<file path="config.mk">
export PLATFORM = sky130hd
export DESIGN_NAME = spi_controller
export DESIGN_NICKNAME = d
export VERILOG_FILES = /design/src/rtl/spi_pkg.sv /design/src/rtl/spi_phase_timer.sv /design/src/rtl/spi_controller.sv
export SDC_FILE = /design/constraint.sdc
export NUM_CORES = 1
export LEC_CHECK = 0
export BUFFER_PORTS_ARGS = -buffer_cell sky130_fd_sc_hd__buf_2
export CORE_ASPECT_RATIO = 1.5
export CORE_MARGIN = 2
export CORE_UTILIZATION = 30
export DETAILED_ROUTE_END_ITERATION = 8
export PLACE_DENSITY = 0.57
export SLEW_MARGIN = 25
export SYNTH_ARGS = -nofsm -noshare
export SYNTH_HDL_FRONTEND = slang
export SYNTH_SLANG_ARGS = --single-unit
</file>
<file path="constraint.sdc">
create_clock -name clk -period 4.99 [get_ports clk]
set_input_delay 0.499 -clock clk [delete_from_list [all_inputs] [get_ports clk]]
set_output_delay 0.499 -clock clk [all_outputs]
set_load 0.02 [all_outputs]
</file>
<file path="src/rtl/spi_pkg.sv">
// Shared constants, state encoding and frame packing for the SPI register-write link.
package spi_pkg;

    localparam int FRAME_BITS = 16;
    localparam int CNT_W      = $clog2(FRAME_BITS);

    localparam logic RW_WRITE = 1'b1;
    localparam logic RW_READ  = 1'b0;

    // Peripheral register file map on the far end of the link
    localparam logic [6:0] ADDR_EN_OUT_7_0  = 7'h00;
    localparam logic [6:0] ADDR_EN_OUT_15_8 = 7'h01;
    localparam logic [6:0] ADDR_EN_PWM_7_0  = 7'h02;
    localparam logic [6:0] ADDR_EN_PWM_15_8 = 7'h03;
    localparam logic [6:0] ADDR_PWM_DUTY    = 7'h04;

    typedef enum logic [2:0] {
        IDLE,
        SETUP,
        HIGH,
        LOW,
        HOLD,
        GAP
    } spi_state_e;

    // Frame word layout: R/W bit, 7-bit address, 8-bit data, sent MSB first
    function automatic logic [FRAME_BITS-1:0] pack_frame(
        input logic       rw,
        input logic [6:0] addr,
        input logic [7:0] data
    );
        return {rw, addr, data};
    endfunction

endpackage

</file>
<file path="src/rtl/spi_phase_timer.sv">
// Loadable down-counter that times one SPI phase of CLK_DIV clk cycles.
module spi_phase_timer #(
    parameter int CLK_DIV = 4
) (
    input  logic clk,
    input  logic srst,
    input  logic load,
    output logic phase_first,
    output logic phase_end
);

    localparam int            CW     = 8;
    localparam logic [CW-1:0] RELOAD = CW'(CLK_DIV - 1);

    logic [CW-1:0] count_reg;
    logic [CW-1:0] count_next;

    // Reload on phase entry, otherwise count down and park at zero
    always_comb begin
        count_next = count_reg;
        if (load) begin
            count_next = RELOAD;
        end else if (count_reg != '0) begin
            count_next = count_reg - 8'd1;
        end
    end

    // Counter register
    always_ff @(posedge clk) begin
        if (srst) begin
            count_reg <= '0;
        end else begin
            count_reg <= count_next;
        end
    end

    // First cycle of a phase is the one right after a reload; with CLK_DIV=1 it is also the last
    assign phase_first = (count_reg == RELOAD);
    assign phase_end   = (count_reg == '0);

endmodule

</file>
<file path="src/rtl/spi_controller.sv">
// SPI mode-0 initiator: sends one 16-bit {rw, addr, data} frame per request and
// captures the last 8 CIPO bits of the frame as read-back data.
module spi_controller
    import spi_pkg::*;
#(
    parameter int CLK_DIV = 4
) (
    input  logic       clk,
    input  logic       rst,
    input  logic       start,
    input  logic       rw,
    input  logic [6:0] addr,
    input  logic [7:0] wdata,
    output logic       busy,
    output logic       done,
    output logic [7:0] rdata,
    output logic       ncs,
    output logic       sclk,
    output logic       copi,
    input  logic       cipo
);

    generate
        if (CLK_DIV < 1 || CLK_DIV > 255) begin : g_bad_clk_div
            $error("spi_controller: CLK_DIV must lie in 1..255");
        end
    endgenerate

    spi_state_e            state_reg;
    spi_state_e            state_next;
    logic [FRAME_BITS-1:0] tx_shift_reg;
    logic [FRAME_BITS-1:0] tx_shift_next;
    logic [7:0]            rx_shift_reg;
    logic [7:0]            rx_shift_next;
    logic [CNT_W-1:0]      bit_cnt_reg;
    logic [CNT_W-1:0]      bit_cnt_next;
    logic                  ncs_reg;
    logic                  ncs_next;
    logic                  sclk_reg;
    logic                  sclk_next;
    logic                  copi_reg;
    logic                  copi_next;
    logic                  done_reg;
    logic                  done_next;
    logic [7:0]            rdata_reg;
    logic [7:0]            rdata_next;

    logic phase_load;
    logic phase_first;
    logic phase_end;

    // Every state change starts a fresh CLK_DIV-long phase
    assign phase_load = (state_next != state_reg);

    spi_phase_timer #(
        .CLK_DIV(CLK_DIV)
    ) u_phase_timer (
        .clk        (clk),
        .srst       (rst),
        .load       (phase_load),
        .phase_first(phase_first),
        .phase_end  (phase_end)
    );

    // State, shift registers and registered pin outputs
    always_ff @(posedge clk) begin
        if (rst) begin
            state_reg    <= IDLE;
            tx_shift_reg <= '0;
            rx_shift_reg <= '0;
            bit_cnt_reg  <= '0;
            ncs_reg      <= 1'b1;
            sclk_reg     <= 1'b0;
            copi_reg     <= 1'b0;
            done_reg     <= 1'b0;
            rdata_reg    <= '0;
        end else begin
            state_reg    <= state_next;
            tx_shift_reg <= tx_shift_next;
            rx_shift_reg <= rx_shift_next;
            bit_cnt_reg  <= bit_cnt_next;
            ncs_reg      <= ncs_next;
            sclk_reg     <= sclk_next;
            copi_reg     <= copi_next;
            done_reg     <= done_next;
            rdata_reg    <= rdata_next;
        end
    end

    // Next-state and shift datapath: bits advance only at the end of a HIGH phase
    always_comb begin
        state_next    = state_reg;
        tx_shift_next = tx_shift_reg;
        rx_shift_next = rx_shift_reg;
        bit_cnt_next  = bit_cnt_reg;
        case (state_reg)
            IDLE: begin
                if (start) begin
                    tx_shift_next = pack_frame(rw, addr, wdata);
                    rx_shift_next = '0;
                    bit_cnt_next  = CNT_W'(FRAME_BITS - 1);
                    state_next    = SETUP;
                end
            end
            SETUP: begin
                if (phase_end) begin
                    state_next = HIGH;
                end
            end
            HIGH: begin
                if (phase_first) begin
                    rx_shift_next = {rx_shift_reg[6:0], cipo};
                end
                if (phase_end) begin
                    if (bit_cnt_reg == '0) begin
                        state_next = HOLD;
                    end else begin
                        bit_cnt_next  = bit_cnt_reg - 1'b1;
                        tx_shift_next = {tx_shift_reg[FRAME_BITS-2:0], 1'b0};
                        state_next    = LOW;
                    end
                end
            end
            LOW: begin
                if (phase_end) begin
                    state_next = HIGH;
                end
            end
            HOLD: begin
                if (phase_end) begin
                    state_next = GAP;
                end
            end
            GAP: begin
                if (phase_end) begin
                    state_next = IDLE;
                end
            end
            default: begin
                state_next = IDLE;
            end
        endcase
    end

    // Pin values for the upcoming state; copi only moves while sclk is low
    always_comb begin
        ncs_next   = 1'b1;
        sclk_next  = 1'b0;
        copi_next  = 1'b0;
        done_next  = 1'b0;
        rdata_next = rdata_reg;
        case (state_next)
            SETUP, LOW: begin
                ncs_next  = 1'b0;
                copi_next = tx_shift_next[FRAME_BITS-1];
            end
            HIGH: begin
                ncs_next  = 1'b0;
                sclk_next = 1'b1;
                copi_next = copi_reg;
            end
            HOLD: begin
                ncs_next = 1'b0;
            end
            default: begin
                ncs_next = 1'b1;
            end
        endcase
        if (state_reg == GAP && state_next == IDLE) begin
            done_next  = 1'b1;
            rdata_next = rx_shift_reg;
        end
    end

    assign busy  = (state_reg != IDLE);
    assign done  = done_reg;
    assign rdata = rdata_reg;
    assign ncs   = ncs_reg;
    assign sclk  = sclk_reg;
    assign copi  = copi_reg;

endmodule

</file>
==> results of run 1 <==
Yosys cell counts, drive strengths merged:
cell type	n	area share, %
mux2i	1	0.44
nand2b	1	0.27
a22oi	14	4.6
o221ai	1	0.38
nor2b	1	0.27
nor3b	5	2.3
a32o	1	0.44
buf	13	4.3
nand3	11	2.4
a32oi	1	0.38
a211oi	3	0.98
xnor2	3	1.1
nor3	10	2.4
o21ai	2	0.44
nand2	52	8.5
a21oi	39	8.5
a311oi	2	1.5
nand4	1	0.27
and4	1	0.38
inv	7	1.1
nor2	14	3.0
nor4	3	2.8
ha	4	2.2
clkbuf	6	0.98
and3	2	0.76
or3b	1	0.49
o211ai	1	0.33
o32ai	1	0.38
dfxtp	51	45
xor2	5	1.9
and2	5	1.5
where the power goes:
group	switching, mW	total (mW)	internal [mW]
combinational	0.338	0.576	0.239
clock	0.146	0.359	0.213
sequential	0.0890	0.576	0.487
cell families (layout without fill, tap and decap cells):
logic type	Yosys count	after routing	synth area share (%)
buffers and inverters	26	48	6.386
adder cells (fa/ha/maj)	4	4	2.183
AND/OR/NAND/NOR	107	107	25.44
flip-flops	51	51	44.54
XOR/XNOR	8	8	3.057
multiplexers	1	1	0.4367
AO/OA/AOI/OAI	65	65	17.96
worst paths after layout:
kind	to	depth (start not counted)
worst min-delay path	rdata[5]	2
worst max-delay path	bit_cnt_reg[3]	5
worst max register to register	bit_cnt_reg[3]	5
worst min register to register	rdata[5]	2
area by class of cell:
class	instances	share of cell area, %
sequential	51	38.86
inverter	7	1.000
timing repair buffer	33	6.381
tap	102	4.857
clock inverter	1	0.2857
multi-input combinational	185	42.81
clock buffer	7	5.810
critical path, cell delays in order, from the launching register on:
cell,delay (ps)
dfxtp_1,360
nor4_4,630
and4_1,930
nand2_1,140
xor2_1,180
a21oi_1,140
per-layer routing:
layer	part of all wire (%)	global-route usage, %	up-vias
met5	0	0	-
met4	2.7	6.667	0
met3	4.7	3.000	6
li1	-	-	953
met2	49	19.83	38
met1	44	14.99	844
==> results.cfg, run 1 <==
[setup_path]
cp-startpoint = u_phase_timer.count_reg[2]
endpoint_kind = flip-flop
crit_fanout = 23
critPathRequiredTime_ps = 5210
crit_arrival_ps = 2680
crit_path_start_kind = flip-flop
reg2reg_setup_slack_ps = 2530
critPathKind = flip-flop to flip-flop
r2r_start = u_phase_timer.count_reg[2]

[cells_and_area]
stdcell_area_um2 = 2628
final_cell_mix = 52 x nand2_1, 51 x dfxtp_1, 39 x a21oi_1
fillers = 816
final_nets = 307
largest_register_ffs = 16
multi_input_area_um2 = 1125
insertedDiodeCount = 0
final_common_cell = nand2_1
fin_util_pct = 34.97
layout-drive-gt1-share_pct = 19.01
seq_area_um2 = 1021
stdcell_count = 386
syn2layout_area_growth_pct = 14.63

[power_and_ir_drop]
p_per_area_nw_per_um2 = 575.2
p_total_mw = 1.511
ir_worst_vdd_mv = 0.1790
p_leak_nw = 0.9793

[place]
place_inst = 378
hpwl_um = 3263
placed_area_um2 = 2467
io_buffers = 32
dp_worst_setup_slack_ps = 2523
globalplace.congestion = 0.7950

[clocking]
cts_tree = built
cts-hold-fix-buffers = 0
clk_pin_slew_ps = 60
htreeDepth = 2
cts_made_buffers = 5
clock_sinks = 51
insertion_delay_ps = 290
cts_resized = 0
postCtsSetupBuffers = 0
cts_root_buffer = clkbuf_16
clock_path_buffers = 2

[logic_synthesis]
ys_ff_latch = 51
netlist_instances = 262
synth-seq-area-share_pct = 44.54
yosys_warnings = 0
syn_nets = 286
ys_types = 40
netlist_area_um2 = 2292
avgSynthCellArea_um2 = 8.749

[flow_run]
maxCapViolations = 0

[floorplan]
die_width_um = 75.37
pin_count = 33
die_area_um2 = 8370
rows = 39
core_area_um2 = 7515
initial_core_util_pct = 30.50
die_y_um = 111.1

[route]
routed_via_density = 4.769
drt_first_pass_iters = 4
wl_um = 4670
ant_nets = 0
wl_per_cell_um = 12.10
drc = 0
drt_iter0_markers = 76
vias = 1841

[sta]
setup_viol = 0
period_needed_ps = 2460
slew_violations = 0
clock.fmax_mhz = 406.5
final.setup.worst_slack_ps = 2530
rsz0062_at_grt = no
hold_viol = 0
slew_headroom_pct = 38.46
setup_tns_ps = 0
max_slew.worst_pin.slew_ps = 923.2
finalCritPeriodShare_pct = 49.30
fin_hold_ws_ps = 449.5
finClkSkew_ps = 5.748

[global_route]
grt_max_degree = 44
grt_use_total_pct = 12.46
grt-ovfl-total = 0
antenna_found_initial = 0
grt_pass1_vias = 1777
grt_pass1_wl_um = 8114

[worst_hold_path]
hp-class = flip-flop to flip-flop
min_from = rdata[5]

[outcome]
status = complete, no violations
Power figures use the tool's default switching activity.
==> run 2, diff against run 1 <==
==> constraint.sdc (replaced) <==
create_clock -name clk -period 2.4 [get_ports clk]
set_input_delay 0.24 -clock clk [delete_from_list [all_inputs] [get_ports clk]]
set_output_delay 0.24 -clock clk [all_outputs]
set_load 0.02 [all_outputs]
==> results.cfg, run 2 (synthesized netlist as in run 1, its figures left out) <==
[clocking]
clk_pin_slew_ps = 70
clock_path_buffers = 2
cts_tree = built
clock_sinks = 51
cts_made_buffers = 5
cts_root_buffer = clkbuf_16
cts_resized = 0
htreeDepth = 2
insertion_delay_ps = 290
cts-hold-fix-buffers = 0
postCtsSetupBuffers = 0

[floorplan]
core_area_um2 = 7515
initial_core_util_pct = 30.50
die_area_um2 = 8370
die_width_um = 75.37
pin_count = 33
die_y_um = 111.1
rows = 39

[setup_path]
crit_fanout = 23
crit_path_top_delay_cell = or3b_4
crit_path_start_kind = flip-flop
path_cells = inv_1 -> ha_1 -> or3b_4 -> and4_1 -> buf_12 -> nor2_8 -> nand2_1 -> a21oi_1
crit_arrival_ps = 2120
r2r_start = bit_cnt_reg[0]
reg2reg_depth = 8
timing.rr.end = tx_shift_reg[2]
reg2reg_setup_slack_ps = 500
cp-startpoint = bit_cnt_reg[0]
critPathKind = flip-flop to flip-flop
critPathRequiredTime_ps = 2630
cp-endpoint = tx_shift_reg[2]
endpoint_kind = flip-flop
critical-path-max-stage-delay_ps = 420

[global_route]
top_usage_layer = met2
grt_pass1_vias = 1838
grt_max_degree = 24
grt_pass1_wl_um = 8245
grt_use_total_pct = 12.65
gr-usage-met1_pct = 15.59
gr-usage-met2_pct = 19.54
antenna_found_initial = 0
use_met3_pct = 3.182
grt-ovfl-total = 0

[sta]
max_slew.worst_pin.slew_ps = 480.6
rsz0062_at_grt = no
slew_headroom_pct = 67.86
hold_viol = 0
fin_hold_ws_ps = 182.8
finClkSkew_ps = 3.967
clock.fmax_mhz = 527.4
finalCritPeriodShare_pct = 79.01
period_needed_ps = 1896
setup_viol = 0
setup_tns_ps = 0
slew_violations = 0

[route]
routed_via_density = 4.772
wl_um = 4661
ant_nets = 0
wl_per_cell_um = 11.95
drc = 0
drt_iter0_markers = 95
drt_first_pass_iters = 4
vias = 1861

[power_and_ir_drop]
ir_worst_vdd_mv = 0.4350
p_leak_nw = 0.9985
p_per_area_nw_per_um2 = 1187

[cells_and_area]
stdcell_area_um2 = 2665
stdcell_count = 390
layout-drive-gt1-share_pct = 20.14
largest_register_ffs = 16
insertedDiodeCount = 0
final_nets = 311
fillers = 824
syn2layout_area_growth_pct = 16.27
final_common_cell = nand2_1
final_cell_mix = 52 x nand2_1, 51 x dfxtp_1, 39 x a21oi_1

[outcome]
status = complete, no violations

[place]
place_inst = 382
io_buffers = 32
hpwl_um = 3286
placed_area_um2 = 2510
globalplace.congestion = 0.7529

[worst_hold_path]
min_from = wdata[0]
hp-class = primary input to flip-flop

[flow_run]
maxCapViolations = 0
[run 2: changes by cell type in the layout (fill, tap and decap cells not counted)]
| cell | change |
|---|---|
| clkinv_4 | +1 |
| buf_4 | +3 |
| buf_12 | +1 |
| clkbuf_8 | -1 |
[run 2: through the flow]
| step | power (mW) | worst slack [ps] | util [%] |
|---|---|---|---|
| 5_1_grt | 3.433 | 280.8 | 35.46 |
| 6_report | 3.164 | 503.8 | 35.46 |
| 2_1_floorplan | 2.274 | 634.7 | - |
| 4_1_cts | 3.212 | 488.8 | 35.46 |
| 3_5_place_dp | 2.460 | 505.9 | 33.40 |
| 3_3_place_gp | 2.446 | 522.1 | 33.40 |
[run 2: per-layer routing]
metal,up-vias,wire [um]
met5,-,0
met4,0,160
met3,9,190
met2,30,2216
met1,854,2094
li1,968,-
[run 2: how the worst min path moves through the flow]
stage                            to  slack [ps]  cells past startpoint
global route        tx_shift_reg[0]         200                      3
detailed placement         rdata[1]         440                      2
global placement           rdata[6]         440                      2
CTS                 tx_shift_reg[0]         180                      3
finish              tx_shift_reg[0]         180                      3
floorplan                       ncs         370                      1
[run 2: worst max-delay path, delay by kind of cell (launching register included)]
family,cells,cell delay (ps)
AO/OA/AOI/OAI,1,140
adder cells (fa/ha/maj),1,190
buffers and inverters,2,220
flip-flops,1,340
AND/OR/NAND/NOR,4,940
[run 2: report_power, final]
part	internal [mW]	total (mW)	switching, mW
sequential	1.01	1.20	0.190
clock	0.417	0.726	0.310
combinational	0.532	1.24	0.704
total	1.96	3.16	1.20
[run 2: area by class of cell]
cell class	instances	area (um2)	area share, %
Timing Repair Buffer	37	210.2	7.887
Inverter	7	26.28	0.9859
Multi-Input combinational cell	185	1125	42.21
Tap cell	102	127.6	4.789
Clock inverter	2	16.27	0.6103
Clock buffer	6	138.9	5.211
Sequential cell	51	1021	38.31
==> run 3, diff against run 2 <==
--- a/config.mk
+++ b/config.mk
@@ -5,12 +5,13 @@
 export SDC_FILE = /design/constraint.sdc
 export NUM_CORES = 1
 export LEC_CHECK = 0
+export ABC_AREA = 1
 export BUFFER_PORTS_ARGS = -buffer_cell sky130_fd_sc_hd__buf_2
 export CORE_ASPECT_RATIO = 1.5
 export CORE_MARGIN = 2
 export CORE_UTILIZATION = 30
 export DETAILED_ROUTE_END_ITERATION = 8
-export PLACE_DENSITY = 0.57
+export PLACE_DENSITY = 0.59
 export SLEW_MARGIN = 25
 export SYNTH_ARGS = -nofsm -noshare
 export SYNTH_HDL_FRONTEND = slang
==> constraint.sdc (replaced) <==
create_clock -name clk -period 1.56 [get_ports clk]
set_input_delay 0.156 -clock clk [delete_from_list [all_inputs] [get_ports clk]]
set_output_delay 0.156 -clock clk [all_outputs]
set_load 0.02 [all_outputs]
==> results.cfg, run 3 <==
[outcome]
status = complete, but fails checks
violations = negative setup slack

[logic_synthesis]
synth_top_family_by_area = simple AND/OR/NAND/NOR gates
synth-seq-area-share_pct = 40.80
ys_types = 32
synth_enable_flop_cells = 0
ys_async_sr_fraction_pct = 0
ys_ff_latch = 51
yosys_warnings = 0
syn_nets = 339
ys_top_cells_by_area = dfxtp_1 41%, nand2_1 11%, nand4_1 4.8%
synthSimpleGateAreaFrac_pct = 34.10
netlist_instances = 315
synth_adder_area_share_pct = 2.000
synth_common_cells = 72 x nand2_1, 51 x dfxtp_1, 29 x nor2_1
netlist_area_um2 = 2502
synth_xor_area_share_pct = 2.500
synth.most_common_cell = nand2_1
yosys.area.top_type = dfxtp_1
synth-compound-area-share_pct = 13.35
synth_top_area_share_pct = 40.80
muxShareOfSynthArea_pct = 0
avgSynthCellArea_um2 = 7.944
synthFlopType = dfxtp_1

[cells_and_area]
layout-drive-gt1-share_pct = 42.04
fillers = 795
final_common_cell = nand2_1
fin_util_pct = 44.46
insertedDiodeCount = 0
final_cell_mix = 62 x nand2_1, 48 x buf_4, 47 x dfxtp_1
largest_register_ffs = 16
multi_input_area_um2 = 1478
final_nets = 426
syn2layout_area_growth_pct = 43.15
seq_area_um2 = 1026

[clocking]
insertion_delay_ps = 290
cts_made_buffers = 5
clk_pin_slew_ps = 70
clock_sinks = 51
cts-hold-fix-buffers = 0
htreeDepth = 2
cts_tree = built
cts_root_buffer = clkbuf_16
clock_path_buffers = 2

[place]
globalplace.congestion = 0.7818
hpwl_um = 4285
dp_worst_setup_slack_ps = -301.3
io_buffers = 32

[sta]
slew_headroom_pct = 68.87
slew_violations = 0
period_needed_ps = 1830
rsz0062_at_grt = yes
hold_viol = 0
finalCritPeriodShare_pct = 117.3
clock.fmax_mhz = 546.4
final.setup.worst_slack_ps = -270.1
finClkSkew_ps = 5.325
setup_viol = 38
max_slew.worst_pin.slew_ps = 466.5

[worst_hold_path]
hp-class = primary input to flip-flop
min_path_cells = 3

[setup_path]
crit_arrival_ps = 2020
critPathKind = flip-flop to flip-flop
endpoint_kind = flip-flop
crit_fanout = 7
crit_path_start_kind = flip-flop
reg2reg_depth = 12
critPathRequiredTime_ps = 1750

[route]
ant_nets = 0
drc = 0
routed_via_density = 4.728
vias = 2397
wl_um = 6149
drt_iter0_markers = 92
wl_per_cell_um = 12.13
drt_first_pass_iters = 6

[floorplan]
pin_count = 33
die_y_um = 115.9
rows = 40
die_area_um2 = 9103
die_width_um = 78.57
core_area_um2 = 8058
initial_core_util_pct = 31.06

[power_and_ir_drop]
p_sw_mw = 3.216
p_seq_share_pct = 23.7
ir_worst_vdd_mv = 0.9474
p_per_area_nw_per_um2 = 2111
p_comb_share_pct = 61.8
clockPowerShare_pct = 14.5
swShare_pct = 42.54
p_leak_nw = 1.483
power.internal_mw = 4.345

[global_route]
grt-ovfl-total = 0
antenna_found_initial = 0
grt_use_total_pct = 14.12
grt_pass1_wl_um = 10320
grt_max_degree = 20
grt_pass1_vias = 2374

[flow_run]
maxCapViolations = 0
[run 3: final timing paths]
path / end / start / slack (ps)
setup reg to reg: rdata[4] / bit_cnt_reg[1] / -270
hold / removal: tx_shift_reg[0] / wdata[0] / 120
hold reg to reg: copi / copi / 450
setup / recovery: rdata[4] / bit_cnt_reg[1] / -270
[run 3: critical path, stage by stage (launching register included)]
cell	delay, ps
dfxtp_2	330
inv_2	60
ha_4	130
inv_4	40
nor3_4	220
inv_2	80
nand3_4	70
nand2_2	70
nor2_4	200
nand4_4	200
buf_6	190
nor3_4	100
nor2_1	50
[run 3: layer usage]
layer  track usage [%]  share of wire (%)  vias up
li1                  -                  -     1232
met1             14.29                 40     1131
met2             27.75                 55       29
met3             3.271                3.1        5
met4             5.029                1.3        0
met5                 0                  0        -
[run 3: power groups by stage]
stage	Clock [mW]	Sequential (mW)	Combinational (mW)
4_1_cts	1.13	1.77	4.28
5_1_grt	1.17	1.82	5.11
3_5_place_dp	0	1.81	3.75
2_1_floorplan	0	1.83	2.46
3_3_place_gp	0	1.80	3.71
6_report	1.10	1.79	4.67
[run 3: area by class of cell]
cell class	count	area share, %
sequential	51	28.64
inverter	28	3.213
tap	105	3.667
clock inverter	1	0.1397
timing repair buffer	93	19.21
multi-input combinational	223	41.25
clock buffer	6	3.877
[run 3: cell families after synthesis]
group,count (synthesis)
compound gates,54
xor+xnor,5
fa+ha+maj,4
buf+inv,42
flops,51
simple gates,159
[run 3: repair_timing]
action / in CTS / in global routing
cloned: 1 / 0
gates resized for setup: 13 / 36
setup buffers: 8 / 9
pin swaps: 6 / 20
setup endpoints to repair: 37 / 50
[run 3: per-stage QoR]
stage | cells | TNS (ps) | cell area [um2] | power (mW) | hold WS, ps
6_report | 507 | -5574 | 3582 | 7.561 | 123.6
5_1_grt | 507 | -9862 | 3582 | 8.098 | 133.8
4_1_cts | 499 | -5817 | 3387 | 7.185 | 114.4
3_5_place_dp | 484 | -4599 | 3132 | 5.558 | 424.4
3_3_place_gp | 484 | -4148 | 3132 | 5.506 | 414.0
2_1_floorplan | 315 | -2137 | 2546 | 4.284 | 233.0
